### src/rtl/dca_matrix_lsu_scratch_pkg.sv
// Shared definitions for the matrix LSU scratch responder: instruction
// layout, opcodes, FSM state encoding and row-width helpers.
package dca_matrix_lsu_scratch_pkg;

    // Instruction word width
    localparam int BW_DCA_MATRIX_LSU_INST = 32;

    // Instruction field positions
    localparam int OP_LSB   = 0;
    localparam int OP_W     = 2;
    localparam int BASE_LSB = 2;
    localparam int BASE_W   = 8;
    localparam int CNT_LSB  = 10;
    localparam int CNT_W    = 8;

    // Opcodes; every other encoding is a nop
    localparam logic [1:0] OPCODE_LOAD  = 2'b01;
    localparam logic [1:0] OPCODE_STORE = 2'b10;

    typedef enum logic [2:0] {
        ST_IDLE   = 3'd0,
        ST_DECODE = 3'd1,
        ST_LOAD   = 3'd2,
        ST_STORE  = 3'd3,
        ST_FINISH = 3'd4
    } lsu_state_t;

    // Number of columns per tensor row for a matrix size selector
    function automatic int matrix_num_col(input int size_para);
        return (size_para > 0) ? size_para : 1;
    endfunction

    // Scalar width in bits for a tensor format selector
    function automatic int tensor_scalar_bw(input int tensor_para);
        case (tensor_para)
            1:       return 16;
            2:       return 32;
            default: return 8;
        endcase
    endfunction

endpackage

### src/rtl/dca_matrix_lsu_scratch_if.sv
// Instruction and row-stream bus between the MAC core (master) and the LSU
// responder (slave).
//
// Handshake rule for every channel: a transfer happens on a rising clock edge
// where valid and ready are both high; the valid side holds its data stable
// until that edge and never waits on ready before raising valid.
interface dca_matrix_lsu_scratch_if #(
    parameter int BW_ROW  = 64,
    parameter int BW_INST = 32
);
    logic               sinst_wvalid;
    logic [BW_INST-1:0] sinst_wdata;
    logic               sinst_wready;
    logic               sinst_decode_finish;
    logic               sinst_execute_finish;
    logic               sinst_busy;

    logic               sload_tensor_row_wvalid;
    logic               sload_tensor_row_wlast;
    logic [BW_ROW-1:0]  sload_tensor_row_wdata;
    logic               sload_tensor_row_wready;

    logic               sstore_tensor_row_rvalid;
    logic               sstore_tensor_row_rlast;
    logic               sstore_tensor_row_rready;
    logic [BW_ROW-1:0]  sstore_tensor_row_rdata;

    modport slave (
        input  sinst_wvalid, sinst_wdata,
        output sinst_wready, sinst_decode_finish, sinst_execute_finish, sinst_busy,
        output sload_tensor_row_wvalid, sload_tensor_row_wlast, sload_tensor_row_wdata,
        input  sload_tensor_row_wready,
        output sstore_tensor_row_rvalid, sstore_tensor_row_rlast,
        input  sstore_tensor_row_rready, sstore_tensor_row_rdata
    );

    modport master (
        output sinst_wvalid, sinst_wdata,
        input  sinst_wready, sinst_decode_finish, sinst_execute_finish, sinst_busy,
        input  sload_tensor_row_wvalid, sload_tensor_row_wlast, sload_tensor_row_wdata,
        output sload_tensor_row_wready,
        input  sstore_tensor_row_rvalid, sstore_tensor_row_rlast,
        output sstore_tensor_row_rready, sstore_tensor_row_rdata
    );

endinterface

### src/rtl/dca_matrix_lsu_scratch_row_mem.sv
// Scratch row memory: one synchronous write port and one read port whose
// output register holds its value until the next read enable.
module dca_matrix_row_mem #(
    parameter int NUM_ROW_ENTRY = 64,
    parameter int BW_ROW        = 64,
    parameter int AW            = 6
) (
    input  logic              clk,
    input  logic              rstnn,
    input  logic              wr_en,
    input  logic [AW-1:0]     wr_addr,
    input  logic [BW_ROW-1:0] wr_data,
    input  logic              rd_en,
    input  logic [AW-1:0]     rd_addr,
    output logic [BW_ROW-1:0] rd_data
);

    logic [BW_ROW-1:0] mem [NUM_ROW_ENTRY];

    // Array contents are deliberately not reset
    always_ff @(posedge clk) begin
        if (wr_en) mem[wr_addr] <= wr_data;
    end

    // Registered read; the held value doubles as the stalled load row
    always_ff @(posedge clk or negedge rstnn) begin
        if (!rstnn)     rd_data <= '0;
        else if (rd_en) rd_data <= mem[rd_addr];
    end

endmodule

### src/rtl/dca_matrix_lsu_scratch.sv
// Matrix LSU responder: accepts one instruction at a time and streams rows
// between the scratch row memory and the MAC core.
module dca_matrix_lsu_scratch
    import dca_matrix_lsu_scratch_pkg::*;
#(
    parameter int MATRIX_SIZE_PARA = 8,
    parameter int TENSOR_PARA      = 0,
    parameter int NUM_ROW_ENTRY    = 64
) (
    input  logic                     clk,
    input  logic                     rstnn,
    dca_matrix_lsu_scratch_if.slave  bus,
    output lsu_state_t               dbg_state
);

    localparam int BW_ROW = tensor_scalar_bw(TENSOR_PARA) * matrix_num_col(MATRIX_SIZE_PARA);
    localparam int AW     = (NUM_ROW_ENTRY > 1) ? $clog2(NUM_ROW_ENTRY) : 1;

    lsu_state_t        state, state_nxt;
    logic [AW-1:0]     addr;
    logic [AW-1:0]     addr_inc;
    logic [CNT_W-1:0]  rem_m1;
    logic [1:0]        opcode;
    logic              advance;
    logic              rd_en;
    logic [AW-1:0]     rd_addr;
    logic              wr_en;

    assign addr_inc  = addr + AW'(1);
    assign dbg_state = state;

    // State register
    always_ff @(posedge clk or negedge rstnn) begin
        if (!rstnn) state <= ST_IDLE;
        else        state <= state_nxt;
    end

    // Next state, handshake outputs and memory port controls
    always_comb begin
        state_nxt                    = state;
        bus.sinst_wready             = 1'b0;
        bus.sinst_decode_finish      = 1'b0;
        bus.sinst_execute_finish     = 1'b0;
        bus.sinst_busy               = 1'b0;
        bus.sload_tensor_row_wvalid  = 1'b0;
        bus.sload_tensor_row_wlast   = 1'b0;
        bus.sstore_tensor_row_rvalid = 1'b0;
        bus.sstore_tensor_row_rlast  = 1'b0;
        advance                      = 1'b0;
        rd_en                        = 1'b0;
        rd_addr                      = addr;
        wr_en                        = 1'b0;
        case (state)
            ST_IDLE: begin
                bus.sinst_wready = 1'b1;
                if (bus.sinst_wvalid) state_nxt = ST_DECODE;
            end
            ST_DECODE: begin
                bus.sinst_decode_finish = 1'b1;
                bus.sinst_busy          = 1'b1;
                if (opcode == OPCODE_LOAD) begin
                    rd_en     = 1'b1;
                    state_nxt = ST_LOAD;
                end else if (opcode == OPCODE_STORE) begin
                    state_nxt = ST_STORE;
                end else begin
                    state_nxt = ST_FINISH;
                end
            end
            ST_LOAD: begin
                bus.sinst_busy              = 1'b1;
                bus.sload_tensor_row_wvalid = 1'b1;
                bus.sload_tensor_row_wlast  = (rem_m1 == '0);
                if (bus.sload_tensor_row_wready) begin
                    advance = 1'b1;
                    rd_en   = 1'b1;
                    rd_addr = addr_inc;
                    if (rem_m1 == '0) state_nxt = ST_FINISH;
                end
            end
            ST_STORE: begin
                bus.sinst_busy               = 1'b1;
                bus.sstore_tensor_row_rvalid = 1'b1;
                bus.sstore_tensor_row_rlast  = (rem_m1 == '0);
                if (bus.sstore_tensor_row_rready) begin
                    advance = 1'b1;
                    wr_en   = 1'b1;
                    if (rem_m1 == '0) state_nxt = ST_FINISH;
                end
            end
            ST_FINISH: begin
                bus.sinst_execute_finish = 1'b1;
                bus.sinst_busy           = 1'b1;
                state_nxt                = ST_IDLE;
            end
            default: state_nxt = ST_IDLE;
        endcase
    end

    // Instruction fields latch on accept; address and count step per row
    always_ff @(posedge clk or negedge rstnn) begin
        if (!rstnn) begin
            addr   <= '0;
            rem_m1 <= '0;
            opcode <= '0;
        end else if (state == ST_IDLE && bus.sinst_wvalid) begin
            addr   <= bus.sinst_wdata[BASE_LSB +: AW];
            rem_m1 <= bus.sinst_wdata[CNT_LSB +: CNT_W];
            opcode <= bus.sinst_wdata[OP_LSB +: OP_W];
        end else if (advance) begin
            addr   <= addr_inc;
            rem_m1 <= rem_m1 - CNT_W'(1);
        end
    end

    dca_matrix_row_mem #(
        .NUM_ROW_ENTRY (NUM_ROW_ENTRY),
        .BW_ROW        (BW_ROW),
        .AW            (AW)
    ) u_row_mem (
        .clk     (clk),
        .rstnn   (rstnn),
        .wr_en   (wr_en),
        .wr_addr (addr),
        .wr_data (bus.sstore_tensor_row_rdata),
        .rd_en   (rd_en),
        .rd_addr (rd_addr),
        .rd_data (bus.sload_tensor_row_wdata)
    );

endmodule
### src/flat_wrapper.sv
// flat-port wrapper written by rule: the top's interface ports become plain ports
module dca_matrix_lsu_scratch_flat import dca_matrix_lsu_scratch_pkg::*;
#(
    parameter int MATRIX_SIZE_PARA = 8,
    parameter int TENSOR_PARA      = 0,
    parameter int NUM_ROW_ENTRY    = 64
)
  (clk, rstnn, dbg_state, bus_sinst_wvalid, bus_sinst_wdata, bus_sinst_wready, bus_sinst_decode_finish, bus_sinst_execute_finish, bus_sinst_busy, bus_sload_tensor_row_wvalid, bus_sload_tensor_row_wlast, bus_sload_tensor_row_wdata, bus_sload_tensor_row_wready, bus_sstore_tensor_row_rvalid, bus_sstore_tensor_row_rlast, bus_sstore_tensor_row_rready, bus_sstore_tensor_row_rdata);
  dca_matrix_lsu_scratch_if bus_i ();
  input  logic clk;
  input  logic rstnn;
  output lsu_state_t dbg_state;
  input wire logic [$bits(bus_i.sinst_wvalid)-1:0] bus_sinst_wvalid;
  input wire logic [$bits(bus_i.sinst_wdata)-1:0] bus_sinst_wdata;
  output wire logic [$bits(bus_i.sinst_wready)-1:0] bus_sinst_wready;
  output wire logic [$bits(bus_i.sinst_decode_finish)-1:0] bus_sinst_decode_finish;
  output wire logic [$bits(bus_i.sinst_execute_finish)-1:0] bus_sinst_execute_finish;
  output wire logic [$bits(bus_i.sinst_busy)-1:0] bus_sinst_busy;
  output wire logic [$bits(bus_i.sload_tensor_row_wvalid)-1:0] bus_sload_tensor_row_wvalid;
  output wire logic [$bits(bus_i.sload_tensor_row_wlast)-1:0] bus_sload_tensor_row_wlast;
  output wire logic [$bits(bus_i.sload_tensor_row_wdata)-1:0] bus_sload_tensor_row_wdata;
  input wire logic [$bits(bus_i.sload_tensor_row_wready)-1:0] bus_sload_tensor_row_wready;
  output wire logic [$bits(bus_i.sstore_tensor_row_rvalid)-1:0] bus_sstore_tensor_row_rvalid;
  output wire logic [$bits(bus_i.sstore_tensor_row_rlast)-1:0] bus_sstore_tensor_row_rlast;
  input wire logic [$bits(bus_i.sstore_tensor_row_rready)-1:0] bus_sstore_tensor_row_rready;
  input wire logic [$bits(bus_i.sstore_tensor_row_rdata)-1:0] bus_sstore_tensor_row_rdata;
  assign bus_i.sinst_wvalid = bus_sinst_wvalid;
  assign bus_i.sinst_wdata = bus_sinst_wdata;
  assign bus_sinst_wready = bus_i.sinst_wready;
  assign bus_sinst_decode_finish = bus_i.sinst_decode_finish;
  assign bus_sinst_execute_finish = bus_i.sinst_execute_finish;
  assign bus_sinst_busy = bus_i.sinst_busy;
  assign bus_sload_tensor_row_wvalid = bus_i.sload_tensor_row_wvalid;
  assign bus_sload_tensor_row_wlast = bus_i.sload_tensor_row_wlast;
  assign bus_sload_tensor_row_wdata = bus_i.sload_tensor_row_wdata;
  assign bus_i.sload_tensor_row_wready = bus_sload_tensor_row_wready;
  assign bus_sstore_tensor_row_rvalid = bus_i.sstore_tensor_row_rvalid;
  assign bus_sstore_tensor_row_rlast = bus_i.sstore_tensor_row_rlast;
  assign bus_i.sstore_tensor_row_rready = bus_sstore_tensor_row_rready;
  assign bus_i.sstore_tensor_row_rdata = bus_sstore_tensor_row_rdata;
  dca_matrix_lsu_scratch #(.MATRIX_SIZE_PARA(MATRIX_SIZE_PARA), .TENSOR_PARA(TENSOR_PARA), .NUM_ROW_ENTRY(NUM_ROW_ENTRY)) u_core (.clk(clk), .rstnn(rstnn), .bus(bus_i), .dbg_state(dbg_state));
endmodule
### config.mk
export PLATFORM = sky130hd
export DESIGN_NAME = dca_matrix_lsu_scratch_flat
export DESIGN_NICKNAME = d
export VERILOG_FILES = /design/src/rtl/dca_matrix_lsu_scratch_pkg.sv /design/src/rtl/dca_matrix_lsu_scratch_if.sv /design/src/rtl/dca_matrix_lsu_scratch_row_mem.sv /design/src/rtl/dca_matrix_lsu_scratch.sv /design/src/flat_wrapper.sv
export SDC_FILE = /design/constraint.sdc
export NUM_CORES = 2
export LEC_CHECK = 0
export CELL_PAD_IN_SITES_DETAIL_PLACEMENT = 0
export CELL_PAD_IN_SITES_GLOBAL_PLACEMENT = 1
export CORE_UTILIZATION = 32
export CTS_BUF_LIST = sky130_fd_sc_hd__clkbuf_8
export CTS_CLUSTER_SIZE = 30
export DETAILED_ROUTE_END_ITERATION = 10
export PLACE_DENSITY_LB_ADDON = 0.1
export SLEW_MARGIN = 10
export SYNTH_ARGS = -nofsm -noshare
export SYNTH_HDL_FRONTEND = slang
export SYNTH_HIERARCHICAL = 1
export SYNTH_SLANG_ARGS = --single-unit
### constraint.sdc
create_clock -name clk -period 6.2 [get_ports clk]
set_input_delay 0.93 -clock clk [delete_from_list [all_inputs] [get_ports clk]]
set_output_delay 0.93 -clock clk [all_outputs]
set_load 0.02 [all_outputs]
# After elaboration in Yosys (flattened, before gate mapping)
# Memories as Yosys holds them, arrays and structs flattened. A register that Yosys moved wholly into a read port is not among the register bits.
# Index checks and enable logic that the tools add are counted.
[totals]
out_inout_bits = 75
n_memories = 1
latchBits = 0
mem_bits_rw = 4096
romBits = 0
reg_bits = 19
elab_cells = 52
[mem_list]
columns = ["name", "words", "width", "read_ports", "rd_ports_with_merged_regs", "write_ports", "line_no", "source"]
rows = [
  ["u_core.u_row_mem.mem", 64, 64, 1, 1, 1, "dca_matrix_lsu_scratch_row_mem.sv:18", "logic [BW_ROW-1:0] mem [NUM_ROW_ENTRY];"],
]
[classes]
multipliers = 0
div_mod_pow = 0
reduce_logical = 7
magnitude_cmp = 0
addsub = 2
n_shift = 0
muxes = 29
n_bitwise = 0
eq_ne = 9
[op_table]
columns = ["op", "n"]
rows = [
  ["$mux W6", 4],
  ["$mux W3", 6],
  ["$mux W8", 2],
  ["$mux W1", 14],
  ["$pmux W3 S4", 1],
  ["$logic_not A8 Y1", 1],
  ["$sub A8 B1 Y8 const B", 1],
  ["$add A6 B1 Y6 const B", 1],
  ["$eq A3 B2 Y1 const B", 2],
  ["$ne A2 B2 Y1 const B", 3],
  ["$pmux W1 S2", 2],
  ["$reduce_or A4 Y1", 1],
  ["$eq A3 B1 Y1 const B", 1],
  ["$eq A3 B3 Y1 const B", 1],
  ["$logic_not A3 Y1", 1],
  ["$reduce_and A3 Y1", 1],
  ["$eq A2 B1 Y1 const B", 1],
  ["$eq A2 B2 Y1 const B", 1],
  ["$reduce_bool A2 Y1", 1],
  ["$logic_and A1 B1 Y1", 1],
  ["$logic_not A1 Y1", 1],
]

# Logic depth before layout (Yosys ltp)
[logic_depth]
depth_word = 4
mapped_depth = 16

# By module
# Netlist, hierarchy kept.
[modules_own_cells]
columns = ["module", "instances", "cells_per_inst", "area_each_um2"]
rows = [
  ["dca_matrix_row_mem", 1, 7394, 157956.5],
  ["dca_matrix_lsu_scratch", 1, 144, 1268.7],
]

# Least setup slack after synthesis
# No wires, ideal clock.
[synth_path]
path_type = "register -> register"
startpoint = "reg u_core.state[1], in the netlist u_core/dbg_state[1]"
endpoint = "mem u_core.u_row_mem.mem[48][0], enable pin"
slack_ns = -0.562
setup_ns = 0.565
arrival_time_ns = 6.198
synth_period_minus_slack_ns = 6.762
path_stages_with_launch = 7
path_cell_list = "dfrtp_1 clkbuf_1 nor2b_1 and3_1 nand3_1 or3_1 nor3_1"
[synth_via]
elab_chain_cells = 4
[synth_lines]
columns = ["element", "line_no", "source"]
rows = [
  ["from (decl)", "dca_matrix_lsu_scratch.sv:19", "lsu_state_t state, state_nxt;"],
  ["from (signal assigned)", "dca_matrix_lsu_scratch.sv:35", "else state <= state_nxt;"],
  ["$eq A3 B2 Y1", "dca_matrix_lsu_scratch.sv:53", "case (state)"],
  ["$mux W1", "dca_matrix_lsu_scratch.sv:53", ""],
  ["net u_core.wr_en", "dca_matrix_lsu_scratch.sv:27", "logic wr_en;"],
  ["$mux W1", "dca_matrix_lsu_scratch_row_mem.sv:22", "if (wr_en) mem[wr_addr] <= wr_data;"],
  ["$mux W1 (implied by the code)", "dca_matrix_lsu_scratch_row_mem.sv:22", ""],
  ["to (decl)", "dca_matrix_lsu_scratch_row_mem.sv:18", ""],
]
# The timed path passes the listed nets, and every way through them passes these cells.

# Worst setup path after layout
[layout_path]
startpoint = "reg u_core.state[1], in the netlist u_core/dbg_state[1]"
endpoint = "reg u_core.u_row_mem.rd_data[44], read port of u_core.u_row_mem.mem"
[layout_via]
elab_chain_cells = 2
word_cells_on_any_way = 4
[layout_lines]
columns = ["element", "line_no", "source"]
rows = [
  ["$eq A3 B2 Y1", "dca_matrix_lsu_scratch.sv:53", ""],
  ["$mux W6", "dca_matrix_lsu_scratch.sv:53", ""],
  ["net u_core.rd_addr[5]", "dca_matrix_lsu_scratch.sv:26", "logic [AW-1:0] rd_addr;"],
  ["to (decl)", "dca_matrix_lsu_scratch_row_mem.sv:15", "output logic [BW_ROW-1:0] rd_data"],
]
# The timed path passes the listed nets, and every way through them passes these cells.
# A chain may end at the register's enable or synchronous reset.

==> flow_summary.ini <==
[outcome]
status = complete, no violations

[routing]
wl_per_cell_um = 34.7
drcViolationCount = 0
drtAntennaViolNets = 0
drt_wl_total_um = 540000
first_pass_iters = 5
dr_total_vias = 82597
routed_via_density = 5.31
dr.first_iter.drc_count = 8740

[run]
cap_violations = 0

[sta]
finalHoldViolCount = 0
slew_violations = 0
slew-limit-headroom_pct = 14.0
timing.fmax_mhz = 190
finalSetupTns_ps = 0
finalCritPeriodShare_pct = 84.7
skew_ps = 96.9
rsz0062_at_grt = no
worst_slew_pin_slew_ps = 1280
finalWorstSetupSlack_ps = 947
finalCriticalPeriod_ps = 5250
report.final.setup_viol = 0

[critical_path]
crit_chain = nand2b_1, nor3b_2, nand4_1, xnor2_2, or4b_4, buf_12, buf_12, o22ai_1, or4_1, a211oi_2, a31oi_1, or3_1
crit_family = simple AND/OR/NAND/NOR gates
timing_worst_setup_path_type = reg -> reg
critPathMaxFanout = 14
cp_common_cell = buf_12
cpPeakStageDelay_ps = 1030
cp.required_ps = 7340
slowest_stage = xnor2_2
start_kind = register
crit_buf_inv = 2
end_kind = register
worst_ep_arrival_time_ps = 6390

[power_and_ir_drop]
peakVddDrop_mv = 0.566
p_leak_nw = 59.3
netSwitchingPower_w = 0.0269
combPwrFrac_pct = 31.6
power_density_mw_per_mm2 = 436
swShare_pct = 33.3
seqPwrFrac_pct = 39.4
p_clk_share_pct = 29.0
p_int_w = 0.0538

[placement]
gp_congestion = 0.733
dp_hpwl_um = 290000
place.port_buffers = 159
dp_slack_ps = 639

[clock_tree]
clk-insertion-delay-late_ps = 1310
clock-sinks = 4179
clock-root-buffer = clkbuf_8
clockBufferDepth = 4
tritoncts = yes
path_clk_slew_ps = 60
ctsResizeCount = 0
cts_buffers = 726
htree_levels = 6

[floorplan]
ios = 176
fp-row-count = 258
die_x_um = 707
fp.dieArea_mm2 = 0.500
coreArea_mm2 = 0.495
die_height_um = 707
start_util_pct = 32.2

[global_route]
antenna_found_initial = 80
grt_pass1_wl_um = 725000
grt_max_degree = 78
grt_pass1_vias = 84404
grt_remaining_overflow = 0
grtUsageMet1_pct = 29.7
use_met3_pct = 3.68
grt_use_total_pct = 21.1
top_usage_layer = met2
use_met2_pct = 34.5

[synthesis]
synth_edf_count = 4096
syn_avg_cell_area_um2 = 21.1
ys_seq_elements = 4179
synthArstFlopShare_pct = 1.99
syn_nets = 7644
synth_flop_cell = edfxtp_1
syn_inst = 7538
yosys_warnings = 6
synth_area_mm2 = 0.159
yosysSeqAreaShare_pct = 78.6
synth.distinct_cells = 57

[layout]
drive_gt1_share_pct = 24.1
syn_to_final_growth_pct = 16.3
final_net_count = 8443

[hold_path]
hold_class = in -> reg
## state kept, by name, indices dropped and copies added (netlist names)
| register | cells |
|---|---|
| u_core/rem_m1 | 8 |
| u_core/u_row_mem/mem | 4096 |
| u_core/dbg_state | 3 |
| u_core/addr | 6 |
| u_core/u_row_mem/rd_data | 64 |
| u_core/opcode | 2 |
## repair_timing
action | in CTS | in global routing
endpoints found under the hold margin | 48 | 0
setup buffers | 0 | 0
hold buffers | 1 | 0
## power groups by stage
stage,combinational (W),sequential [W],clock [W]
4_1_cts,0.0260,0.0318,0.0241
3_3_place_gp,0.0259,0.0324,0
6_report,0.0255,0.0318,0.0234
2_1_floorplan,0.0164,0.0322,0
5_1_grt,0.0271,0.0318,0.0253
3_5_place_dp,0.0259,0.0324,0
## metal layers
metal / up-vias / share of wire, %
met4: 22 / 2.0
met1: 45612 / 44
met5: - / 0.027
met2: 2776 / 48
li1: 33446 / -
met3: 741 / 6.0
## metrics by stage
stage          cell area, µm²  power, W  std cells  hold WS (ps)  util [%]
4_1_cts                185000    0.0819      15544          27.8      37.4
2_1_floorplan          159000    0.0486       7538           537         -
6_report               185000    0.0807      15565           118      37.4
5_1_grt                185000    0.0842      15551          23.9      37.4
3_5_place_dp           172000    0.0583      14237           574      34.8
3_3_place_gp           172000    0.0583      14237           576      34.8
## placed cells by master, fill, tap and decap left out, types with 7 or more instances in the layout
cell type and count:
clkinvlp_4 10, inv_6 12, nor2b_1 67, a21oi_1 132
buf_4 196, nand3_1 10, diode_2 20, clkinv_2 53
a22oi_1 256, or4_1 63, a211oi_2 63, or3_1 66
nor2_4 63, o22ai_1 191, clkinv_8 8, inv_1 276
nor3_1 7, edfxtp_1 4096, clkinv_1 166, buf_2 63
a31oi_1 64, mux2i_1 707, dfrtp_1 83, buf_12 158
mux2_2 67, clkdlybuf4s50_1 94, bufinv_16 9, o21ai_0 144
mux4_2 640, clkbuf_8 756, nor2_1 138, inv_12 11
a221oi_1 128, xnor2_1 11, nand2_1 25
## path summary, 6_finish.rpt
kind / from / to / slack (ps) / depth (start not counted)
max: u_core/dbg_state[1]$_DFFE_PN0P_ / u_core/u_row_mem/rd_data[44]$_DFFE_PN0P_ / 950 / 12
min: bus_sstore_tensor_row_rdata[44] / u_core/u_row_mem/mem[46][44]$_DFFE_PP_ / 120 / 1
max reg2reg: u_core/dbg_state[1]$_DFFE_PN0P_ / u_core/u_row_mem/rd_data[44]$_DFFE_PN0P_ / 950 / 12
min reg2reg: u_core/opcode[1]$_DFFE_PN0P_ / u_core/opcode[1]$_DFFE_PN0P_ / 580 / 2
max in group asynchronous: rstnn / u_core/u_row_mem/rd_data[2]$_DFFE_PN0P_ / 4740 / 3
min in group asynchronous: rstnn / u_core/rem_m1[6]$_DFFE_PN0P_ / 320 / 2
## cell families after synthesis
family	after synthesis	synth area share, %
xor gates and xnor gates	18	0.0990
and+or+nand+nor	490	1.64
buffers and inverters	446	1.38
DFF	4179	78.6
adders and majority gates	5	0.0393
muxes	1414	14.0
AOI/OAI and AO/OA	986	4.32
## cells in the mapped netlist (66+ instances only)
master    number  area share (%)
dfrtp_1       83             1.3
a21oi_1      132            0.41
or3_1         66            0.26
nor2b_1       72            0.28
mux4_2       640             9.1
mux2_2        67            0.47
edfxtp_1    4096              77
nor2_1       201            0.47
mux2i_1      707             4.4
buf_2        155            0.49
o22ai_1      191            0.75
a22oi_1      256             1.2
clkbuf_1     178            0.42
o21ai_0      144            0.45
a221oi_1     128            0.70
## layout make-up
cell class | instances | area, µm²
antenna | 20 | 50.0
fill | 45425 | 309000
multi-input combinational | 2913 | 32600
clock inverter | 551 | 2830
sequential | 4179 | 125000
tap | 6630 | 8300
clock buffer | 755 | 10400
timing repair buffer | 513 | 5910
inverter | 4 | 15.0
Power figures use the tool's default switching activity.
